`src/rtl/dino_pkg.sv`:
```
// Shared constants for the dino game datapath: obstacle kinds, Random width,
// scheduler state encoding and the obstacle-type fold.
package dino_pkg;

  localparam int RND_W = 5;

  localparam logic [1:0] OBS_CACTUS_S = 2'd0;
  localparam logic [1:0] OBS_CACTUS_L = 2'd1;
  localparam logic [1:0] OBS_BIRD     = 2'd2;

  localparam logic [1:0] ST_IDLE_ENC  = 2'd0;
  localparam logic [1:0] ST_LOAD_ENC  = 2'd1;
  localparam logic [1:0] ST_WAIT_ENC  = 2'd2;
  localparam logic [1:0] ST_OFFER_ENC = 2'd3;

  typedef enum logic [1:0] {
    ST_IDLE  = ST_IDLE_ENC,
    ST_LOAD  = ST_LOAD_ENC,
    ST_WAIT  = ST_WAIT_ENC,
    ST_OFFER = ST_OFFER_ENC
  } sched_state_t;

  // Code 3 has no obstacle of its own; it folds onto the small cactus.
  function automatic logic [1:0] fold_type(input logic [1:0] r);
    return (r == 2'd3) ? OBS_CACTUS_S : r;
  endfunction

endpackage

```
`src/rtl/obstacle_scheduler_gap_counter.sv`:
```
// Loadable down-counter measuring the frame gap between obstacle spawns.
module gap_counter
  import dino_pkg::*;
#(
  parameter int GAP_W = 6
) (
  input  logic             clk,
  input  logic             RESET,
  input  logic             load,
  input  logic [GAP_W-1:0] load_val,
  input  logic             tick,
  output logic             expire
);

  logic [GAP_W-1:0] count;

  // Load wins over a tick in the same cycle; the count parks at zero.
  always_ff @(posedge clk or negedge RESET) begin
    if (!RESET) begin
      count <= '0;
    end else if (load) begin
      count <= load_val;
    end else if (tick && (count != '0)) begin
      count <= count - 1'b1;
    end
  end

  assign expire = tick && (count == GAP_W'(1));

endmodule

```
`src/rtl/obstacle_scheduler.sv`:
```
// Obstacle scheduler: turns Random samples into timed spawn requests offered
// to the obstacle engine over a valid/ready handshake.
module obstacle_scheduler
  import dino_pkg::*;
#(
  parameter int MIN_GAP = 8,
  parameter int GAP_W   = 6,
  parameter int CNT_W   = 8
) (
  input  logic             clk,
  input  logic             RESET,
  input  logic             run,
  input  logic             frame_tick,
  input  logic [RND_W-1:0] rnd_data,
  output logic             spawn_valid,
  input  logic             spawn_ready,
  output logic [1:0]       spawn_type,
  output logic [GAP_W-1:0] spawn_gap,
  output logic [CNT_W-1:0] spawn_count
);

  sched_state_t     state, state_n;
  logic [GAP_W-1:0] gap;
  logic             load, tick_wait, expire, accept;

  assign gap       = GAP_W'(MIN_GAP) + GAP_W'(rnd_data);
  assign load      = run && (state == ST_LOAD);
  assign tick_wait = frame_tick && (state == ST_WAIT);
  // run low overrides a handshake that lands on the same edge.
  assign accept    = run && spawn_valid && spawn_ready;

  gap_counter #(.GAP_W(GAP_W)) u_gap (
    .clk      (clk),
    .RESET    (RESET),
    .load     (load),
    .load_val (gap),
    .tick     (tick_wait),
    .expire   (expire)
  );

  always_ff @(posedge clk or negedge RESET) begin
    if (!RESET) begin
      state <= ST_IDLE;
    end else begin
      state <= state_n;
    end
  end

  always_comb begin
    state_n = state;
    case (state)
      ST_IDLE:  state_n = ST_LOAD;
      ST_LOAD:  state_n = ST_WAIT;
      ST_WAIT:  if (expire) state_n = ST_OFFER;
      ST_OFFER: if (accept) state_n = ST_LOAD;
      default:  state_n = ST_IDLE;
    endcase
    if (!run) state_n = ST_IDLE;
  end

  always_ff @(posedge clk or negedge RESET) begin
    if (!RESET) begin
      spawn_valid <= 1'b0;
      spawn_type  <= OBS_CACTUS_S;
      spawn_gap   <= '0;
      spawn_count <= '0;
    end else begin
      spawn_valid <= (state_n == ST_OFFER);
      if (load) spawn_gap <= gap;
      if (run && expire) spawn_type <= fold_type(rnd_data[1:0]);
      if (accept) spawn_count <= spawn_count + 1'b1;
    end
  end

endmodule

```
`config.mk`:
```
export PLATFORM = sky130hd
export DESIGN_NAME = obstacle_scheduler
export DESIGN_NICKNAME = d
export VERILOG_FILES = /design/src/rtl/dino_pkg.sv /design/src/rtl/obstacle_scheduler_gap_counter.sv /design/src/rtl/obstacle_scheduler.sv
export SDC_FILE = /design/constraint.sdc
export NUM_CORES = 1
export LEC_CHECK = 0
export ABC_CLOCK_PERIOD_IN_PS = 2800
export BUFFER_PORTS_ARGS = -buffer_cell sky130_fd_sc_hd__buf_4
export CAP_MARGIN = 20
export CORE_MARGIN = 1.5
export CORE_UTILIZATION = 52
export CTS_CLUSTER_SIZE = 24
export DETAILED_ROUTE_END_ITERATION = 8
export GPL_ROUTABILITY_DRIVEN = 0
export PLACE_DENSITY = 0.81
export RECOVER_POWER = 25
export SLEW_MARGIN = 25
export SYNTH_ARGS = -nofsm -noshare
export SYNTH_HDL_FRONTEND = slang
export SYNTH_HIERARCHICAL = 1
export SYNTH_SLANG_ARGS = --single-unit
```
`constraint.sdc`:
```
create_clock -name clk -period 2.8 [get_ports clk]
set_clock_uncertainty 0.15 [all_clocks]
set_input_delay 0.28 -clock clk [delete_from_list [all_inputs] [get_ports clk]]
set_output_delay 0.28 -clock clk [all_outputs]
set_load 0.03 [all_outputs]
```
==> impl_results.md <==
- Core area: between 2000 and 2500 um2
- Crit start category: register
- Die Wd: 51.8 um
- First DRT Iteration DRCs: 11
- CTS clk-pin slew, worst paths: around 0.14 ns
- RSZ-0062 raised after global routing: no
- Area delta synth->final: 20.6%
- Area leader, netlist: dfrtp_1
- Final instance area: ~1500 um2
- Crit. End Element: register
- ANT nets after route: 0
- H-tree depth: 1
- Layout fillers: between 150 and 200
- Vias: around 990
- Syn Area/Cell: 10.5 um2
- Fraction of registers with async set/reset: 1.00
- Syn Nets: 133
- CP peak stage delay: roughly 0.53 ns
- Starting density of the core: 0.554
- Distinct cells, synth: 34
- GRT Util Overall: 0.208
- Crit Path Class: register to register
- Final net count: ~160
- Total power: 1.06 mW
- Crit Path Max Fanout: 7
- First-pass GRT wire length: approximately 4100 um
- Multi-input logic area: about 570 um2
- Drt drc: 0
- Outcome: completed
- Leakage: approximately 0.7 nW
- Crit path arrival time: roughly 2.4 ns
- Post-synth EDFFs: 0
- Clock Path Buffers: 2
- Setup tns final: 0 ns
- Primary FF master, synth: dfrtp_1
- Worst-path cell chain: inv_1, and3_1, or4b_1, nor3b_1, nand2_1, nand2_1, o21ai_0
- Final Max Tran Viols: 0
- Post-route minimum period: 2.32 ns
- DRT Wirelength: approximately 2500 um
- Root buf cell: clkbuf_4
- Clock Sinks: 25
- PortBufs: 26
- Layout cells sized above 1: 0.252
- Critical path data required time: ~2.9 ns
- CP max stage cell: or4b_1
- ANT cells: 0
- Area of the mapped netlist: 1240 um2
- Cells after synthesis: roughly 120
- Power density cells: 709 nW/um2
- TritonCTS buffer count: 3
- TritonCTS clock tree: done
- Post-synth top area share: 0.506
- Pre-CTS WS: 0.576 ns
- Vias in the first global route: about 950
- Yosys warnings: 6
- Avg Vias per Cell: between 5 and 6
- GRT overflow: 0
- Most used cell along the critical path: nand2_1
- Ports: 27
- Sequential standard cell area: 626 um2
- Seq cells post-synth: 25
- Final Cycle Share: 0.827
- Post-Place Cell Area: between 1000 and 1500 um2
- Initial antenna violation count: 0
- Slew @ Worst Pin: 1.35 ns
- Post-detail-place hpwl: about 1800 um
- Setup Viol. Count Final: 0
- Hold crit path type: input port to register
- Clk Latency, worst-skew pair: about 0.32 ns
- FMAX: between 0.4 and 0.5 GHz
- Die height: 51.8 um
- Die area: 2680 um2
- Routed len/inst: roughly 14 um
- Final WS setup: about 0.48 ns
- Largest net degree at the start of global routing: 26
- Rows: 17
- Final hold vios: 0
- Register area share after synthesis: 0.506
- Total of max-cap violations: 0
- Synth area leaders: dfrtp_1, ha_1, mux2_2
- Rel. slew slack: 0.0968
- 1st-pass router iterations: 4
- Max VDD drop: between 0.5 and 0.6 mV
[sequential cells by signal (all words and copies together), names as in the netlist]
register,cells
spawn_valid,1
spawn_count,8
spawn_gap,6
state,2
u_gap/count,6
spawn_type,2
[layer usage]
metal / up-vias / global-route usage / wire length (um)
met1: 485 / 0.259 / 1140
met2: 27 / 0.361 / 1260
met5: - / 0 / 0
li1: 477 / - / -
met4: 0 / 0.0789 / 27
met3: 5 / 0.0345 / 81
[power by group]
group	leakage, nW	switching (mW)	total (mW)	internal [mW]
Clock	0.0177	0.108	0.161	0.0535
Combinational	0.364	0.213	0.369	0.157
Sequential	0.319	0.0853	0.527	0.442
Total	0.701	0.406	1.06	0.652
[area by class of cell]
class                   instances  share of cell area
repair buffers                 27               0.135
well taps                      28              0.0235
flip-flops and latches         25               0.419
inverters                       8              0.0201
clock buffers                   3              0.0151
multi-input cells              83               0.383
clock inverters                 1             0.00336
[synthesized netlist by cell type, drive strengths merged (2+ instances only)]
cell,number
a2bb2oi,2
xnor2,4
and3,3
nand4,4
nor3,3
a31oi,4
xor2,3
ha,5
buf,2
mux2,5
nor2,7
a211o,2
inv,8
dfrtp,25
nand3b,2
nand3,2
o21ai,6
nand2,13
o31ai,2
nand2b,2
a21oi,3
or4b,2
[layout by cell type, fill, tap and decap left out, types with 5 or more instances in the layout]
cell	count
dfrtp_1	25
buf_4	25
o21ai_0	6
ha_1	5
inv_1	8
nor2_1	7
mux2_2	5
nand2_1	13
[per-stage QoR]
step | utilization | instances | hold slack (ns)
floorplan | - | 118 | -0.166
global placement | 0.653 | 170 | 0.0484
detailed placement | 0.653 | 170 | 0.0524
CTS | 0.669 | 175 | 0.0270
global route | 0.668 | 175 | 0.0184
finish | 0.668 | 175 | 0.0293
[kinds of logic after synthesis]
| logic type | after synthesis | share of synthesized area |
|---|---|---|
| and+or+nand+nor | 43 | 0.188 |
| DFF | 25 | 0.506 |
| AOI/OAI and AO/OA | 23 | 0.129 |
| buffers and inverters | 10 | 0.0314 |
| xor gates and xnor gates | 7 | 0.0496 |
| muxes | 5 | 0.0455 |
| adders and majority gates | 5 | 0.0506 |
[worst paths after layout]
path	from	endpoint	slack, ns	depth (start not counted)
worst min register to register	spawn_count[7]$_DFFE_PN0P_	spawn_count[7]$_DFFE_PN0P_	0.33	1
worst min-delay path	rnd_data[3]	spawn_gap[3]$_DFFE_PN0P_	0.03	2
worst max register to register	state[0]$_DFF_PN0_	spawn_type[0]$_DFFE_PN0P_	0.48	7
min in group asynchronous	RESET	spawn_count[1]$_DFFE_PN0P_	0.63	2
max in group asynchronous	RESET	spawn_gap[5]$_DFFE_PN0P_	1.08	2
worst max-delay path	state[0]$_DFF_PN0_	spawn_type[0]$_DFFE_PN0P_	0.48	7
[critical path, delay by kind of cell (launching register included)]
family	cells	cell delay, ns
flip-flops	1	0.45
buffers and inverters	1	0.11
AO/OA/AOI/OAI	1	0.07
AND/OR/NAND/NOR	5	1.43
[timing repair]
| item | in CTS | in global routing |
|---|---|---|
| hold endpoints to repair | 25 | 0 |
| buffers inserted | 0 | 0 |
| gates resized for setup | 0 | 0 |
| hold buffers | 1 | 0 |
Note: power is estimated with default switching activity, not from simulation.
